$ cat src/rtl/inta_sequencer.sv
// Turns CPU INTA_n pulses into imp1/imp2 phase strobes for the priority resolver, gates INTR, drives data_oe.
// Pin-to-strobe latency is SYNC_STAGES+1 clocks on both edges; a stalled gap between INTA pulses aborts to IDLE.
module inta_sequencer #(
  parameter int SYNC_STAGES = 2,
  parameter int ACK_TIMEOUT = 255
) (
  input  logic clk,
  input  logic rst,
  input  logic INTA_n,
  input  logic INT,
  input  logic endOfinit,
  input  logic SNGL,
  input  logic en,
  input  logic cas_match,
  output logic INTR,
  output logic imp1,
  output logic endOfimp1,
  output logic imp2,
  output logic endOfimp2,
  output logic data_oe,
  output logic ack_abort,
  output logic busy
);

  localparam int CW = $clog2(ACK_TIMEOUT + 1);

  localparam logic [2:0] S_IDLE = 3'd0;
  localparam logic [2:0] S_REQ  = 3'd1;
  localparam logic [2:0] S_ACK1 = 3'd2;
  localparam logic [2:0] S_GAP  = 3'd3;
  localparam logic [2:0] S_ACK2 = 3'd4;

  logic [SYNC_STAGES-1:0] r_sync;
  logic                   r_inta_prev;
  logic [2:0]             r_state;
  logic [CW-1:0]          r_cnt;

  logic w_inta_s;
  logic w_fall;
  logic w_rise;
  logic w_oe;
  logic w_timeout;
  logic w_can_start;

  assign w_inta_s  = r_sync[SYNC_STAGES-1];
  assign w_fall    = r_inta_prev & ~w_inta_s;
  assign w_rise    = ~r_inta_prev & w_inta_s;
  assign w_oe      = SNGL | (~en & cas_match);
  // The counter is compared one step early so ack_abort lands on the cycle it reaches ACK_TIMEOUT.
  assign w_timeout = (r_cnt == CW'(ACK_TIMEOUT - 1));
  // A fall seen while endOfimp2 is still high belongs to the sequence just finished.
  assign w_can_start = w_fall & ~endOfimp2;
  assign busy      = (r_state != S_IDLE) && (r_state != S_REQ);

  always_ff @(posedge clk or posedge rst) begin
    if (rst) begin
      r_sync      <= '1;
      r_inta_prev <= 1'b1;
    end else begin
      r_sync      <= {r_sync[SYNC_STAGES-2:0], INTA_n};
      r_inta_prev <= w_inta_s;
    end
  end

  always_ff @(posedge clk or posedge rst) begin
    if (rst) begin
      r_state   <= S_IDLE;
      r_cnt     <= '0;
      INTR      <= 1'b0;
      imp1      <= 1'b0;
      endOfimp1 <= 1'b0;
      imp2      <= 1'b0;
      endOfimp2 <= 1'b0;
      data_oe   <= 1'b0;
      ack_abort <= 1'b0;
    end else begin
      INTR      <= INT & endOfinit & ((r_state == S_IDLE) | (r_state == S_REQ));
      endOfimp1 <= 1'b0;
      endOfimp2 <= 1'b0;
      ack_abort <= 1'b0;
      case (r_state)
        S_IDLE, S_REQ: begin
          if (w_can_start) begin
            r_state <= S_ACK1;
            imp1    <= 1'b1;
          end else if ((r_state == S_IDLE) && INT && endOfinit) begin
            r_state <= S_REQ;
          end else if ((r_state == S_REQ) && !INT) begin
            r_state <= S_IDLE;
          end
        end
        S_ACK1: begin
          if (w_rise) begin
            imp1      <= 1'b0;
            endOfimp1 <= 1'b1;
            r_cnt     <= '0;
            r_state   <= S_GAP;
          end
        end
        S_GAP: begin
          if (r_cnt != CW'(ACK_TIMEOUT)) begin
            r_cnt <= r_cnt + 1'b1;
          end
          if (w_fall) begin
            r_state <= S_ACK2;
            imp2    <= 1'b1;
            data_oe <= w_oe;
          end else if (w_timeout) begin
            ack_abort <= 1'b1;
            r_state   <= S_IDLE;
          end
        end
        S_ACK2: begin
          if (w_rise) begin
            imp2      <= 1'b0;
            data_oe   <= 1'b0;
            endOfimp2 <= 1'b1;
            r_state   <= S_IDLE;
          end else begin
            data_oe <= w_oe;
          end
        end
        default: r_state <= S_IDLE;
      endcase
    end
  end

endmodule

$ cat config.mk
export PLATFORM = sky130hd
export DESIGN_NAME = inta_sequencer
export DESIGN_NICKNAME = d
export VERILOG_FILES = /design/src/rtl/inta_sequencer.sv
export SDC_FILE = /design/constraint.sdc
export NUM_CORES = 1
export LEC_CHECK = 0
export CAP_MARGIN = 5
export CORE_AREA = 2 2 52 54
export CTS_BUF_LIST = sky130_fd_sc_hd__clkbuf_16
export CTS_CLUSTER_DIAMETER = 120
export CTS_CLUSTER_SIZE = 20
export DETAILED_ROUTE_END_ITERATION = 7
export DIE_AREA = 0 0 54 56
export PLACE_DENSITY = 0.72
export SYNTH_ARGS = -nofsm -noshare
export SYNTH_HDL_FRONTEND = slang
export SYNTH_SLANG_ARGS = --single-unit
$ cat constraint.sdc
create_clock -name clk -period 4 [get_ports clk]
set_input_delay 0.8 -clock clk [delete_from_list [all_inputs] [get_ports clk]]
set_output_delay 0.8 -clock clk [all_outputs]
set_load 0.01 [all_outputs]
; ---- After elaboration in Yosys (flattened, before gate mapping)
; Index checks and enable logic that the tools add are counted.
; Widths: inputs -> output; s select.
[op_classes]
n_addsub = 1
n_reduce_logical = 16
bitwise = 12
n_mux = 25
eq_ne = 14
[op_table]
columns = operator, n
row1 = $mux 3, 7
row2 = $mux 8, 2
row3 = $pmux 8 s2, 1
row4 = $pmux 3 s4, 1
row5 = $mux 1, 11
row6 = $ne 2x2->1 const B, 5
row7 = $reduce_and 3->1, 3
row8 = $add 8x1->8 const B, 1
row9 = $eq 8x8->1 const B, 1
row10 = $ne 8x8->1 const B, 1
row11 = $and 1x1->1, 6
row12 = $eq 3x2->1 const B, 2
row13 = $pmux 1 s2, 3
row14 = $reduce_bool 2->1, 3
row15 = $logic_and 1x1->1, 4
row16 = $ne 4x4->1 const B, 1
row17 = $not 1->1, 4
row18 = $reduce_and 4->1, 1
row19 = $eq 3x1->1 const B, 1
row20 = $eq 3x3->1 const B, 1
row21 = $logic_not 3->1, 1
row22 = $ne 3x1->1 const B, 1
row23 = $ne 3x3->1 const B, 1
row24 = $reduce_bool 3->1, 1
row25 = 4 further kinds, 5
[totals]
in_bits = 8
register_bits = 21
wordCells = 79

; ---- Longest topological paths before layout
; Gate-level depths: netlist of the first run.
[depth]
depth_word = 6
mapped_depth = 5

; ---- Least setup slack after synthesis of the first run
; Ideal clock, no wire load.
[synth_path]
path_kind = register to output
start = reg r_state[1]
end = out busy
path_stages_with_launch = 4
arrival_time_ns = 0.729
path_slack_ns = 2.471
t_required_ns = 3.200
cell_sequence = dfrtp_1 > buf_4 > nor2_1 > inv_1
[synth_via]
elab_chain_len = 2
word_cells_on_any_way = 3
[synth_lines]
columns = item, line_no
row1 = from (decl), 35  ; logic [2:0] r_state;
row2 = from (signal assigned), 67  ; r_state <= S_IDLE;
row3 = from (signal assigned), 84  ; r_state <= S_ACK1;
row4 = from (signal assigned), 87  ; r_state <= S_REQ;
row5 = $ne 3x1->1 or $reduce_bool 3->1 (tied branches), 53  ; assign busy = (r_state != S_IDLE) && (r_state != S_REQ);
row6 = $logic_and 1x1->1 (*), 53
row7 = to (decl), 22  ; output logic busy
; Every way passes the cells marked *; elsewhere a longest branch is shown, timed or not.

; ---- Final worst setup path of the first run
; Same ends and word-level chain as after synthesis.

==> results_dict.tcl, run 1 <==
set metrics [dict create \
    post_synth_num_cell_types 38 \
    worstReg2RegEnd "r_cnt[3]$_DFFE_PP0P_" \
    hold_viol 0 \
    synth_edf_count 0 \
    clk_pin_slew_ps 60 \
    clkPwrFrac_pct 26.1 \
    first_pass_iters 4 \
    powerDensity_nw_per_um2 599 \
    n_antenna_cell 0 \
    crit_path_end "busy" \
    yosys_warnings 0 \
    cts.sinks 21 \
    synth_commonest_cells "18 x dfrtp_1, 12 x nand2_1, 9 x nor2_1" \
    wl_um 1960 \
    status "completed" \
    setup_viol 0 \
    cp-startpoint "r_state[1]$_DFFE_PP0P_" \
    fin_setup_tns_ps 0 \
    cts_buffer_depth 2 \
    ctsHtreeMaxLevel 1 \
    dieArea_um2 3020 \
    finalWeightedCongestion 0.835 \
    wire_per_inst_um 12.7 \
    syn2layout_area_growth_pct 22.4 \
    worstRegToRegCells 5 \
    critPathArrivalTime_ps 1580 \
    netlist_area_um2 1070 \
    hold_class "flip-flop to flip-flop" \
    combPwrFrac_pct 29.8 \
    synth_seq_cells 21 \
    synth_top_cell_by_area "dfrtp_1" \
    max-cap-violations 0 \
    fmax_mhz 420 \
    cts_setup_buffers 0 \
    remaining_drc_errors 0 \
    grt_pass1_vias 787 \
    dp_hpwl_um 1460 \
    cp.required_ps 3200 \
    end_kind "primary output" \
    layout.nets 135 \
    r2r_slack_ps 2330 \
    power_switching_mw 0.276 \
    grt_antenna_before_repair 0 \
    internal_power_mw 0.510 \
    tightest_slew_ps 782 \
    leakage_nw 0.597 \
    rsz0062_at_grt "false" \
    irDropWorstVdd_mv 0.308 \
    syn_inst 108 \
    port_buffers 15 \
    cts_inserted_buffers 3 \
    path_class "flip-flop to primary output" \
    min_period_ps 2380 \
    cts_tree "yes" \
    avgViaCountPerCell 5.41 \
    grt_use_total_pct 15.5 \
    final_antenna_net_count 0 \
    async_reset_ff_share_pct 100 \
    hold_buffers 0 \
    rr_startpoint "r_cnt[0]$_DFFE_PP0P_" \
    die_y_um 56 \
    drt_first_iter_violations 21 \
    finalClockSkew_ps 6.94 \
    start_kind "flip-flop" \
    yosysTopAreaCellShare_pct 42.0 \
    clockRootBuffer "clkbuf_16" \
    maxSlewHeadroom_pct 47.8 \
    ctsResizeCount 0 \
    core_um2 2430 \
    synth_fp_nets 118 \
    std_cell_rows 18 \
    grt_pass1_wl_um 3530 \
    seq_power_share_pct 44.1 \
    synthFlopType "dfrtp_1" \
    syn_area_per_cell_um2 9.93 \
    switching_share_pct 35.1 \
    vias 833 \
    grt_max_degree 22 \
    initial_utilization_pct 44.1 \
    drive_above_1_share_pct 11.3 \
    ys_top_cells_by_area "dfrtp_1 42%, dfstp_2 7.4%, nand2_1 4.2%" \
    fillers 216 \
    ys_seq_area_share_pct 49.4 \
    slew_violations 0 \
    post-route-period-util_pct 59.5 \
    clkLatencyLatePin_ps 250 \
    hold_ws_ps 356 \
    pin_count 16 \
    grt_overflow 0 \
    synth_most_common_cell "dfrtp_1" \
    cp_max_fo 10 \
    die-width_um 54 \
]
## per-layer routing
metal	track usage (%)	up-vias	share of wire (%)
met3	3.23	2	3.0
li1	-	420	-
met5	0	-	0
met4	5.36	0	0.87
met1	21.9	397	49
met2	23.2	14	47
## flip-flops by register name, indices dropped and copies added, names as in the netlist
register and cells:
r_cnt 8, r_inta_prev 1, r_state 3, imp1 1, imp2 1, ack_abort 1, endOfimp1 1, data_oe 1
endOfimp2 1, r_sync 2, INTR 1
## cell type report
type                            count  area [um^2]  share of cell area (%)
Multi-Input combinational cell     76          487                    37.1
Clock buffer                        3         75.1                    5.72
Tap cell                           30         37.5                    2.86
Clock inverter                      1         3.75                   0.286
Sequential cell                    21          529                    40.3
Inverter                            8         30.0                    2.29
Timing Repair Buffer               15          150                    11.4
## worst max-delay path, stage by stage, from the launching register on
cell             delay [ps]
dfrtp_1                 580
nor2_1                  120
inv_1                    90
clkdlybuf4s50_1         540
## metrics by stage
step / power [mW] / instances / utilization (%) / setup slack, ps / instance area (um^2)
after detailed placement: 0.587 / 150 / 50.7 / 1880 / 1230
after global placement: 0.580 / 150 / 50.7 / 1930 / 1230
after floorplan: 0.510 / 108 / - / 2470 / 1070
final: 0.787 / 154 / 54.0 / 1620 / 1310
after global routing: 0.847 / 154 / 54.0 / 1550 / 1310
after CTS: 0.794 / 154 / 54.0 / 1620 / 1310
## worst min path at each step
stage	startpoint	endpoint	slack, ps	cells after the start
2_1_floorplan	r_sync[0]$_DFF_PP1_	r_sync[1]$_DFF_PP1_	350	0
3_3_place_gp	r_sync[0]$_DFF_PP1_	r_sync[1]$_DFF_PP1_	350	0
3_5_place_dp	r_sync[0]$_DFF_PP1_	r_sync[1]$_DFF_PP1_	350	0
4_1_cts	r_sync[0]$_DFF_PP1_	r_sync[1]$_DFF_PP1_	360	0
5_1_grt	r_sync[0]$_DFF_PP1_	r_sync[1]$_DFF_PP1_	360	0
6_report	r_sync[0]$_DFF_PP1_	r_sync[1]$_DFF_PP1_	360	0
## layout by cell type (no fill, tap or decap), types with 2 or more instances in the layout
cell and instances:
dfrtp_1 18, clkdlybuf4s50_1 15, nand2_1 12, inv_1 9
nor2_1 9, a21oi_1 7, o21ai_0 7, a31oi_1 5
nand3_1 4, clkbuf_16 3, dfstp_2 3, nand4_1 2
nand2b_1 2, and3_1 2, nor3_1 2, ha_1 2
## kinds of logic (layout without fill, tap and decap cells)
group	count (synthesis)	after routing	synth area share (%)
simple gates	44	44	25.0
compound gates	28	28	16.1
flops	21	21	49.4
buf+inv	11	27	5.25
fa+ha+maj	2	2	2.33
mux	2	2	1.98
## power by group through the flow
stage / clock network, mW / logic, mW / registers (mW)
final: 0.205 / 0.234 / 0.347
after global routing: 0.219 / 0.267 / 0.362
after CTS: 0.210 / 0.238 / 0.346
after detailed placement: 0 / 0.235 / 0.352
after global placement: 0 / 0.233 / 0.347
after floorplan: 0 / 0.194 / 0.316
Note: power is estimated with default switching activity, not from simulation.
==> run 2, diff against run 1 <==
--- a/config.mk
+++ b/config.mk
@@ -12,7 +12,7 @@
 export CTS_CLUSTER_SIZE = 20
 export DETAILED_ROUTE_END_ITERATION = 7
 export DIE_AREA = 0 0 54 56
-export PLACE_DENSITY = 0.72
+export PLACE_DENSITY = 0.74
 export SYNTH_ARGS = -nofsm -noshare
 export SYNTH_HDL_FRONTEND = slang
 export SYNTH_SLANG_ARGS = --single-unit
==> constraint.sdc (replaced) <==
create_clock -name clk -period 2.1 [get_ports clk]
set_input_delay 0.42 -clock clk [delete_from_list [all_inputs] [get_ports clk]]
set_output_delay 0.42 -clock clk [all_outputs]
set_load 0.01 [all_outputs]
==> run 2 against run 1 <==
Net effect:
- worst setup slack worse by 1400 ps
- cell count is 0.65% higher
- via count up 3.7%
- die area stayed put
- combinational power grew 100%
- non-clock buffer count is 1 higher
- clock skew down 5.2 ps
- sequential cell count unchanged
- clock-buffer cell count did not move
- critical path type unchanged
==> results_dict.tcl, run 2 (same netlist as run 1, synthesis figures left out) <==
set metrics [dict create \
    finalWeightedCongestion 0.877 \
    mostFrequentLayoutCell "dfrtp_1" \
    mostFrequentLayoutCells "17 x dfrtp_1, 15 x clkdlybuf4s50_1, 12 x nand2_1" \
    reg.largest.list "r_cnt x8, r_state x3, r_sync x2" \
    n_antenna_cell 0 \
    die-width_um 54 \
    cts_setup_buffers 0 \
    critPathSlowestCell "dfrtp_2" \
    pin_count 16 \
    place_area_um2 1240 \
    cp.required_ps 1680 \
    maxSlewHeadroom_pct 68.3 \
    initial_utilization_pct 44.1 \
    dp_hpwl_um 1580 \
    clk_pin_slew_ps 60 \
    critPathArrivalTime_ps 1480 \
    ctsHtreeMaxLevel 1 \
    first_pass_iters 4 \
    max-cap-violations 0 \
    hold_viol 0 \
    irDropWorstVdd_mv 0.654 \
    core_um2 2430 \
    top_layer "met4" \
    status "completed" \
    r2r_slack_ps 370 \
    cts_buffer_depth 2 \
    cts_inserted_buffers 3 \
    grt_max_degree 16 \
    wirelength_met1_um 963 \
    hold_end "r_sync[1]$_DFF_PP1_" \
    wl_met3_um 94 \
    fin_setup_tns_ps 0 \
    die_y_um 56 \
    cp_max_fo 10 \
    finalClockSkew_ps 1.78 \
    avgViaCountPerCell 5.57 \
    dp.cells 151 \
    tightest_slew_ps 475 \
    hold_buffers 0 \
    clkLatencyLatePin_ps 260 \
    fin_area_um2 1320 \
    final_antenna_net_count 0 \
    hold_ws_ps 356 \
    std_cell_rows 18 \
    drive_above_1_share_pct 12.8 \
    final_core_util_pct 54.3 \
    grt_use_total_pct 17.4 \
    grt_antenna_before_repair 0 \
    fin_ws_ps 203 \
    drt_first_iter_violations 42 \
    remaining_drc_errors 0 \
    dieArea_um2 3020 \
    syn2layout_area_growth_pct 23.2 \
    start_kind "flip-flop" \
    min_from "r_sync[0]$_DFF_PP1_" \
    rr_startpoint "r_cnt[0]$_DFFE_PP0P_" \
    fmax_mhz 527 \
    fillers 214 \
    end_kind "primary output" \
    path_class "flip-flop to primary output" \
    setup_viol 0 \
    clockRootBuffer "clkbuf_16" \
    worstReg2RegEnd "r_cnt[3]$_DFFE_PP0P_" \
    powerDensity_nw_per_um2 1160 \
    hold_path_depth 0 \
    leakage_nw 0.601 \
    wl_um 2210 \
    rsz0062_at_grt "false" \
    slowest_delay_ps 490 \
    post-route-period-util_pct 90.3 \
    hold_class "flip-flop to flip-flop" \
    largest_reg_flops 8 \
    finalNonFillerCells 155 \
    cts.sinks 21 \
    p_total_mw 1.54 \
    cts_tree "yes" \
    path_cells "nor2_1 > inv_1 > clkdlybuf4s50_1" \
    grt_overflow 0 \
    wl_met2_um 1100 \
    layout.nets 136 \
    grt_pass1_vias 856 \
    vias 864 \
    min_period_ps 1900 \
    wire_per_inst_um 14.2 \
    pre_cts_slack_ps 386 \
    worstRegToRegCells 5 \
    top_register "r_cnt" \
    multi_input_area_um2 487 \
    port_buffers 15 \
    slew_violations 0 \
    grt_pass1_wl_um 3910 \
    register_area_um2 531 \
]
-- run 2: changes by cell type in the layout (fill, tap and decap cells not counted) --
cell | before | now
dfrtp_2 | 0 | 1
buf_4 | 0 | 1
dfrtp_1 | 18 | 17
-- run 2: area by class of cell --
class,count,share of cell area [%]
Sequential cell,21,40.2
Timing Repair Buffer,16,11.9
Clock buffer,3,5.68
Multi-Input combinational cell,76,36.8
Clock inverter,1,0.284
Inverter,8,2.27
Tap cell,30,2.84
-- run 2: worst max path at each step --
stage / slack, ps / depth (start not counted) / end / from
global route: 80 / 3 / busy / r_state[1]$_DFFE_PP0P_
global placement: 420 / 3 / busy / r_state[1]$_DFFE_PP0P_
CTS: 110 / 3 / busy / r_state[1]$_DFFE_PP0P_
detailed placement: 390 / 3 / busy / r_state[1]$_DFFE_PP0P_
finish: 200 / 3 / busy / r_state[1]$_DFFE_PP0P_
floorplan: 610 / 5 / r_cnt[3]$_DFFE_PP0P_ / r_cnt[0]$_DFFE_PP0P_
-- run 2: critical path, delay by kind of cell (launching register included) --
family                 cells  cell delay [ps]
buffers and inverters      2              540
flip-flops                 1              490
AND/OR/NAND/NOR            1              180
-- run 2: timing repair --
action | CTS | global route
resized for setup | 0 | 1
endpoints found under the hold margin | 0 | 0
endpoints found under the setup margin | 0 | 1
-- run 2: metal layers --
metal,global-route usage [%],vias up
met5,0,-
met4,7.50,0
met1,23.3,417
met3,3.23,5
li1,-,423
met2,27.0,19
-- run 2: report_power, final --
group	internal [mW]	leakage [nW]	switching [mW]
Combinational	0.225	0.300	0.242
Clock	0.254	0.0423	0.149
Sequential	0.500	0.259	0.167
==> run 3, diff against run 2 <==
--- a/config.mk
+++ b/config.mk
@@ -13,6 +13,7 @@
 export DETAILED_ROUTE_END_ITERATION = 7
 export DIE_AREA = 0 0 54 56
 export PLACE_DENSITY = 0.74
+export REMOVE_ABC_BUFFERS = 1
 export SYNTH_ARGS = -nofsm -noshare
 export SYNTH_HDL_FRONTEND = slang
 export SYNTH_SLANG_ARGS = --single-unit
==> run 3 against run 2 <==
Net effect:
- power is 0.88% lower
- clock-buffer cell count stayed put
- non-clock buffer count stayed put
- maximum frequency is 0.65% lower
- critical endpoint unchanged
- largest cell class unchanged
- highest routed layer unchanged
==> results_dict.tcl, run 3 (same netlist as run 1, synthesis figures left out) <==
set metrics [dict create \
    maxSlewHeadroom_pct 68.3 \
    initial_utilization_pct 44.1 \
    vias 832 \
    mostFrequentLayoutCells "17 x dfrtp_1, 15 x clkdlybuf4s50_1, 12 x nand2_1" \
    critPathSlowestCell "dfrtp_2" \
    post-route-period-util_pct 90.9 \
    first_pass_iters 4 \
    fin_ws_ps 191 \
    wire_per_inst_um 13.5 \
    clk_pin_slew_ps 60 \
    start_kind "flip-flop" \
    mostFrequentLayoutCell "dfrtp_1" \
    grt_use_total_pct 16.9 \
    layout.nets 136 \
    remaining_drc_errors 0 \
    path_delay_family "buffers and inverters" \
    largest_reg_flops 8 \
    fmax_mhz 524 \
    critPathArrivalTime_ps 1490 \
    grt_max_degree 16 \
    drive_above_1_share_pct 12.8 \
    fillers 219 \
    slew_violations 0 \
    hold_buffers 0 \
    pre_cts_slack_ps 369 \
    cp.required_ps 1680 \
    final_antenna_net_count 0 \
    pin_count 16 \
    avgViaCountPerCell 5.37 \
    cts_tree "yes" \
    grt_pass1_vias 786 \
    leakage_nw 0.601 \
    cts_inserted_buffers 3 \
    clockRootBuffer "clkbuf_16" \
    p_total_mw 1.52 \
    wl_um 2100 \
    grt_pass1_wl_um 3570 \
    powerDensity_nw_per_um2 1150 \
    dp_hpwl_um 1570 \
    fin_setup_tns_ps 0 \
    reg.largest.list "r_cnt x8, r_state x3, r_sync x2" \
    std_cell_rows 18 \
    drt_first_iter_violations 24 \
    place_area_um2 1240 \
    min_period_ps 1910 \
    rsz0062_at_grt "false" \
    die_y_um 56 \
    port_buffers 15 \
    finalWeightedCongestion 0.901 \
    irDropWorstVdd_mv 0.721 \
    cp_max_fo 10 \
    path_cells "nor2_1 > inv_1 > clkdlybuf4s50_1" \
    cts.sinks 21 \
    grt_overflow 0 \
    die-width_um 54 \
    status "completed" \
    core_um2 2430 \
    hold_class "flip-flop to flip-flop" \
    fin_area_um2 1320 \
    setup_viol 0 \
    finalClockSkew_ps 1.97 \
    max-cap-violations 0 \
    end_kind "primary output" \
    cts_buffer_depth 2 \
    hold_viol 0 \
    slowest_delay_ps 490 \
    ctsHtreeMaxLevel 1 \
    worst-path-buf-inv 2 \
    path_class "flip-flop to primary output" \
    n_antenna_cell 0 \
    dp.cells 151 \
    top_register "r_cnt" \
    clkLatencyLatePin_ps 260 \
    syn2layout_area_growth_pct 23.2 \
    grt_antenna_before_repair 0 \
    tightest_slew_ps 476 \
    finalNonFillerCells 155 \
    dieArea_um2 3020 \
]
[run 3: cell counts in the layout (fill, tap and decap cells not counted)]
No cell type changed its count.
[run 3: final cells by class]
cell class / instances / area (um^2) / area share, %
clock buffers: 3 / 75.1 / 5.68
clock inverters: 1 / 3.75 / 0.284
inverters: 8 / 30.0 / 2.27
multi-input cells: 76 / 487 / 36.8
flip-flops and latches: 21 / 531 / 40.2
well taps: 30 / 37.5 / 2.84
repair buffers: 16 / 158 / 11.9
[run 3: report_power, final]
group,switching (mW),internal (mW)
Combinational,0.232,0.224
Clock,0.148,0.254
Sequential,0.167,0.500
Total,0.547,0.977
[run 3: through the flow]
stage	hold slack [ps]	utilization [%]
CTS	359	54.3
global route	359	54.3
floorplan	345	-
detailed placement	350	51.0
finish	358	54.3
global placement	348	51.0
[run 3: worst reg2reg max path, cell delays in order, from the launching register on]
cell and delay (ps):
dfrtp_1 450, ha_1 300, and3_1 230, a21oi_1 260
nand4_1 150, mux2i_1 140
[run 3: routing by layer]
layer  GRT usage, %  vias to the layer above  share of wire, %
li1               -                      424                 -
met1           20.7                      392                47
met2           24.2                       10                47
met3           7.26                        6               4.0
met4           9.64                        0               2.3
met5              0                        -                 0
[run 3: repair_timing]
item	in CTS	in global routing
setup endpoints to repair	0	1
endpoints found under the hold margin	0	0
gates resized for setup	0	1
buffers inserted	0	0
[run 3: final timing paths]
kind / from / endpoint / slack (ps) / depth (start not counted)
hold / removal: r_sync[0]$_DFF_PP1_ / r_sync[1]$_DFF_PP1_ / 360 / 0
min in group asynchronous: rst / r_cnt[0]$_DFFE_PP0P_ / 460 / 2
setup reg to reg: r_cnt[0]$_DFFE_PP0P_ / r_cnt[3]$_DFFE_PP0P_ / 440 / 5
setup / recovery: r_state[1]$_DFFE_PP0P_ / busy / 190 / 3
hold reg to reg: r_sync[0]$_DFF_PP1_ / r_sync[1]$_DFF_PP1_ / 360 / 0
max in group asynchronous: rst / r_cnt[5]$_DFFE_PP0P_ / 1150 / 3
